### src/rtl/unified_mem_arbiter.sv
// Arbitrates one single-ported unified memory between the fetch (I) and load/store (D) ports.
// One read may be outstanding; a timeout turns a lost response into an error completion.
module unified_mem_arbiter #(
  parameter int ADDR_WIDTH = 32,
  parameter int DATA_WIDTH = 32,
  parameter int TIMEOUT    = 16
) (
  input  logic                    clk,
  input  logic                    rst,
  input  logic                    if_req,
  input  logic [ADDR_WIDTH-1:0]   if_addr,
  output logic                    if_gnt,
  output logic                    if_rvalid,
  output logic [DATA_WIDTH-1:0]   if_rdata,
  output logic                    if_err,
  input  logic                    d_req,
  input  logic                    d_we,
  input  logic [ADDR_WIDTH-1:0]   d_addr,
  input  logic [DATA_WIDTH-1:0]   d_wdata,
  input  logic [DATA_WIDTH/8-1:0] d_be,
  output logic                    d_gnt,
  output logic                    d_rvalid,
  output logic [DATA_WIDTH-1:0]   d_rdata,
  output logic                    d_err,
  output logic                    mem_req,
  output logic                    mem_we,
  output logic [ADDR_WIDTH-1:0]   mem_addr,
  output logic [DATA_WIDTH-1:0]   mem_wdata,
  output logic [DATA_WIDTH/8-1:0] mem_be,
  input  logic                    mem_rvalid,
  input  logic [DATA_WIDTH-1:0]   mem_rdata
);
  localparam int BEW = DATA_WIDTH / 8;
  localparam int CW  = (TIMEOUT > 2) ? $clog2(TIMEOUT) : 1;

  localparam logic [0:0] IDLE   = 1'b0;
  localparam logic [0:0] WAIT   = 1'b1;
  localparam logic       PORT_I = 1'b0;
  localparam logic       PORT_D = 1'b1;

  logic [0:0]    state_q, state_d;
  logic          owner_q, owner_d;
  logic          last_q,  last_d;
  logic [CW-1:0] cnt_q,   cnt_d;
  logic          pick_d, rsp, rsp_err;
  logic [DATA_WIDTH-1:0] rsp_data;

  always_comb begin
    state_d   = state_q;
    owner_d   = owner_q;
    last_d    = last_q;
    cnt_d     = cnt_q;
    if_gnt    = 1'b0;
    d_gnt     = 1'b0;
    mem_req   = 1'b0;
    mem_we    = 1'b0;
    mem_addr  = '0;
    mem_wdata = '0;
    mem_be    = '0;
    rsp       = 1'b0;
    rsp_err   = 1'b0;
    rsp_data  = '0;
    // On a tie D wins only when I was granted last.
    pick_d    = d_req & (~if_req | (last_q == PORT_I));
    if (!rst && state_q == IDLE && (if_req || d_req)) begin
      mem_req = 1'b1;
      last_d  = pick_d;
      if (pick_d) begin
        d_gnt     = 1'b1;
        mem_we    = d_we;
        mem_addr  = d_addr;
        mem_wdata = d_wdata;
        mem_be    = d_be;
        if (!d_we) begin
          state_d = WAIT;
          owner_d = PORT_D;
          cnt_d   = '0;
        end
      end else begin
        if_gnt   = 1'b1;
        mem_addr = if_addr;
        mem_be   = {BEW{1'b1}};
        state_d  = WAIT;
        owner_d  = PORT_I;
        cnt_d    = '0;
      end
    end else if (!rst && state_q == WAIT) begin
      if (mem_rvalid || cnt_q == CW'(TIMEOUT - 1)) begin
        rsp      = 1'b1;
        rsp_err  = ~mem_rvalid;
        rsp_data = mem_rvalid ? mem_rdata : '0;
        state_d  = IDLE;
      end else begin
        cnt_d = cnt_q + 1'b1;
      end
    end
  end

  assign if_rvalid = rsp & (owner_q == PORT_I);
  assign if_err    = if_rvalid & rsp_err;
  assign if_rdata  = if_rvalid ? rsp_data : '0;
  assign d_rvalid  = rsp & (owner_q == PORT_D);
  assign d_err     = d_rvalid & rsp_err;
  assign d_rdata   = d_rvalid ? rsp_data : '0;

  always_ff @(posedge clk) begin
    if (rst) begin
      state_q <= IDLE;
      owner_q <= PORT_I;
      last_q  <= PORT_D;
      cnt_q   <= '0;
    end else begin
      state_q <= state_d;
      owner_q <= owner_d;
      last_q  <= last_d;
      cnt_q   <= cnt_d;
    end
  end
endmodule

### config.mk
export PLATFORM = sky130hd
export DESIGN_NAME = unified_mem_arbiter
export DESIGN_NICKNAME = d
export VERILOG_FILES = /design/src/rtl/unified_mem_arbiter.sv
export SDC_FILE = /design/constraint.sdc
export NUM_CORES = 1
export LEC_CHECK = 0
export BUFFER_PORTS_ARGS = -buffer_cell sky130_fd_sc_hd__buf_2
export CORE_AREA = 2 2 109 111
export DETAILED_ROUTE_END_ITERATION = 8
export DIE_AREA = 0 0 111 113
export PLACE_DENSITY_LB_ADDON = 0.12
export SYNTH_ARGS = -nofsm -noshare
export SYNTH_HDL_FRONTEND = slang
export SYNTH_SLANG_ARGS = --single-unit
### constraint.sdc
create_clock -name clk -period 2.13 [get_ports clk]
set_clock_uncertainty 0.1 [all_clocks]
set_input_delay 0.3195 -clock clk [delete_from_list [all_inputs] [get_ports clk]]
set_output_delay 0.3195 -clock clk [all_outputs]
set_load 0.1 [all_outputs]
==> results.sh <==
export IMPL_status="complete, no violations"
export IMPL_rsz0062_at_grt="no"
export IMPL_yosys_warnings=0
export IMPL_htreeDepth=1
export IMPL_syn_area_um2=1413
export IMPL_vias_per_cell=4.142
export IMPL_die_area_um2=12540
export IMPL_path_max_fanout=19
export IMPL_gp_congestion=0.8163
export IMPL_timing_final_crit_share_pct=95.90
export IMPL_layout_common_cells="buf_12 (143), buf_2 (137), and2_2 (64)"
export IMPL_slew_headroom_pct=70.11
export IMPL_grt_usage_pct=14.25
export IMPL_hold_class="input port to flip-flop"
export IMPL_holdBufCountCts=0
export IMPL_finalWorstPathRequiredPeriod_ns=2.043
export IMPL_syn_avg_cell_area_um2=7.063
export IMPL_synth_cell_type_count=36
export IMPL_synth_top_area_share_pct=43.40
export IMPL_max_freq_mhz=489.6
export IMPL_power_leakage_nw=2.482
export IMPL_peakVddDrop_v=0.0003324
export IMPL_drtAntennaViolNets=0
export IMPL_fin_setup_tns_ns=0
export IMPL_synth_nets=339
export IMPL_yosysTopAreaCell="and2_1"
export IMPL_hold_viol=0
export IMPL_seq_area_frac_synth_pct=9.920
export IMPL_cts_clk_slew_worst_paths_ns=0.04
export IMPL_drc=0
export IMPL_clk_path_buf_depth=2
export IMPL_dr_total_vias=2543
export IMPL_place_hpwl_um=8203
export IMPL_num_io_pins=278
export IMPL_crit_arrival_ns=1.62
export IMPL_final_nets=611
export IMPL_grt_first_pass_wirelength_um=14150
export IMPL_drive_gt1_share_pct=86.20
export IMPL_critPathKind="flip-flop to output pin"
export IMPL_ys_ff_latch=7
export IMPL_first_global_vias=2614
export IMPL_first_iter_violations=50
export IMPL_ctsRootBufferMaster="clkbuf_16"
export IMPL_die_w_um=111
export IMPL_syn2layout_area_growth_pct=285.0
export IMPL_end_kind="output pin"
export IMPL_die_y_um=113
export IMPL_synth_area_top_cells="and2_1 (43%), a22o_1 (20%), dfxtp_1 (9.9%)"
export IMPL_fin_total_pwr_mw=1.983
export IMPL_final_common_cell="buf_12"
export IMPL_drv_slew=0
export IMPL_cts_tree="built"
export IMPL_required_ns=1.71
export IMPL_overflow=0
export IMPL_startpoint_type="flip-flop"
export IMPL_clock_sinks=7
export IMPL_antenna_found_initial=0
export IMPL_firstDrtPassIters=3
export IMPL_wl_per_cell_um=15.31
export IMPL_syn_inst=200
export IMPL_n_fill_cell=1021
export IMPL_clock_latency_ns=0.23
export IMPL_portBuffers=277
export IMPL_row_count=39
export IMPL_wirelength_um=9399
export IMPL_grt_max_degree=35
export IMPL_power_density_nw_per_um2=364.7
export IMPL_cts_buffers=3
export IMPL_worst_pin_slew_ns=0.4463
export IMPL_core_area_um2=11270
export IMPL_start_util_pct=12.53
export IMPL_cap_violations=0
export IMPL_setup_viol=0
export IMPL_n_antenna_cell=0
[stage by stage]
step | setup slack (ns) | cell area [µm²] | util, % | hold slack, ns | instances
2_1_floorplan | -0.2313 | 1648 | - | 0.2812 | 200
3_3_place_gp | 0.05643 | 5311 | 47.12 | 0.3911 | 608
3_5_place_dp | 0.01187 | 5311 | 47.12 | 0.3913 | 608
4_1_cts | 0.01814 | 5434 | 48.21 | 0.3371 | 614
5_1_grt | 0.01545 | 5439 | 48.25 | 0.3755 | 614
6_report | 0.08735 | 5439 | 48.25 | 0.3571 | 614
[layout make-up]
class                   instances  area (µm²)  share of cell area (%)
flip-flops and latches          7       143.9                   2.646
inverters                       3       11.26                  0.2070
clock buffers                   4       78.83                   1.449
well taps                     143       178.9                   3.290
multi-input cells             173        1428                   26.25
repair buffers                284        3598                   66.16
[cells in the mapped netlist]
master     instances
a21o_2             4
dfxtp_1            7
nor2_1             1
ha_1               1
a21oi_1            2
nor4_1             1
nor4b_1            1
a31oi_1            1
a311oi_1           1
or4b_1             2
and2_1            98
and3_4             1
nor3_1             2
o22ai_1            1
o21ai_0            1
and3_2             1
nor3b_1            1
a22oi_1            1
nor2b_1            1
nand2b_1           1
buf_6              1
buf_2              7
o2111ai_1          1
o211ai_1           1
inv_1              3
o21a_1             1
or3_2              1
and3_1             1
nand2_2            1
clkbuf_1          10
nand3_1            3
a41oi_1            1
and2b_2            1
nand2_1            6
a22o_1            32
nor2_2             1
[critical path, stage by stage (launching register included)]
cell	delay (ns)
dfxtp_2	0.34
nor2_4	0.13
buf_4	0.13
and3_4	0.24
buf_12	0.16
a22o_1	0.19
buf_12	0.18
[state kept, by name, indices dropped and copies added (netlist names)]
register	count
last_q	1
state_q	1
owner_q	1
cnt_q	4
[kinds of logic (layout without fill, tap and decap cells)]
group | after synthesis | after routing | share of synthesized area [%]
fa+ha+maj | 1 | 1 | 0.8856
simple gates | 124 | 125 | 54.74
buf+inv | 21 | 291 | 6.732
compound gates | 47 | 47 | 27.72
flops | 7 | 7 | 9.920
[routing by layer]
metal | track usage [%] | vias up | wire (µm)
met1 | 13.75 | 1152 | 3017
met4 | 2.167 | 0 | 80
li1 | - | 1234 | -
met2 | 30.47 | 151 | 5542
met3 | 3.535 | 6 | 758
met5 | 0 | - | 0
[where the power goes]
group	total (mW)	switching (mW)	leakage [nW]	internal, mW
clock network	0.320	0.0708	0.0382	0.249
registers	0.150	0.0103	0.0583	0.140
logic	1.51	0.946	2.39	0.567
total	1.98	1.03	2.48	0.956
[final timing paths]
| path | slack [ns] | endpoint | start | depth (start not counted) |
|---|---|---|---|---|
| setup reg to reg | 0.35 | cnt_q[2]$_SDFFE_PP0P_ | cnt_q[0]$_SDFFE_PP0P_ | 5 |
| hold / removal | 0.36 | cnt_q[1]$_SDFFE_PP0P_ | rst | 3 |
| hold reg to reg | 0.41 | cnt_q[0]$_SDFFE_PP0P_ | cnt_q[0]$_SDFFE_PP0P_ | 2 |
| setup / recovery | 0.09 | mem_addr[31] | state_q$_SDFFE_PP0P_ | 6 |
[what timing repair did]
action,4_1_cts,5_1_grt
resized for setup,4,1
pin swaps,1,0
endpoints found under the setup margin,65,20
cloned,2,0
setup buffers,0,0
No activity file was read; power rests on OpenSTA's default activity.
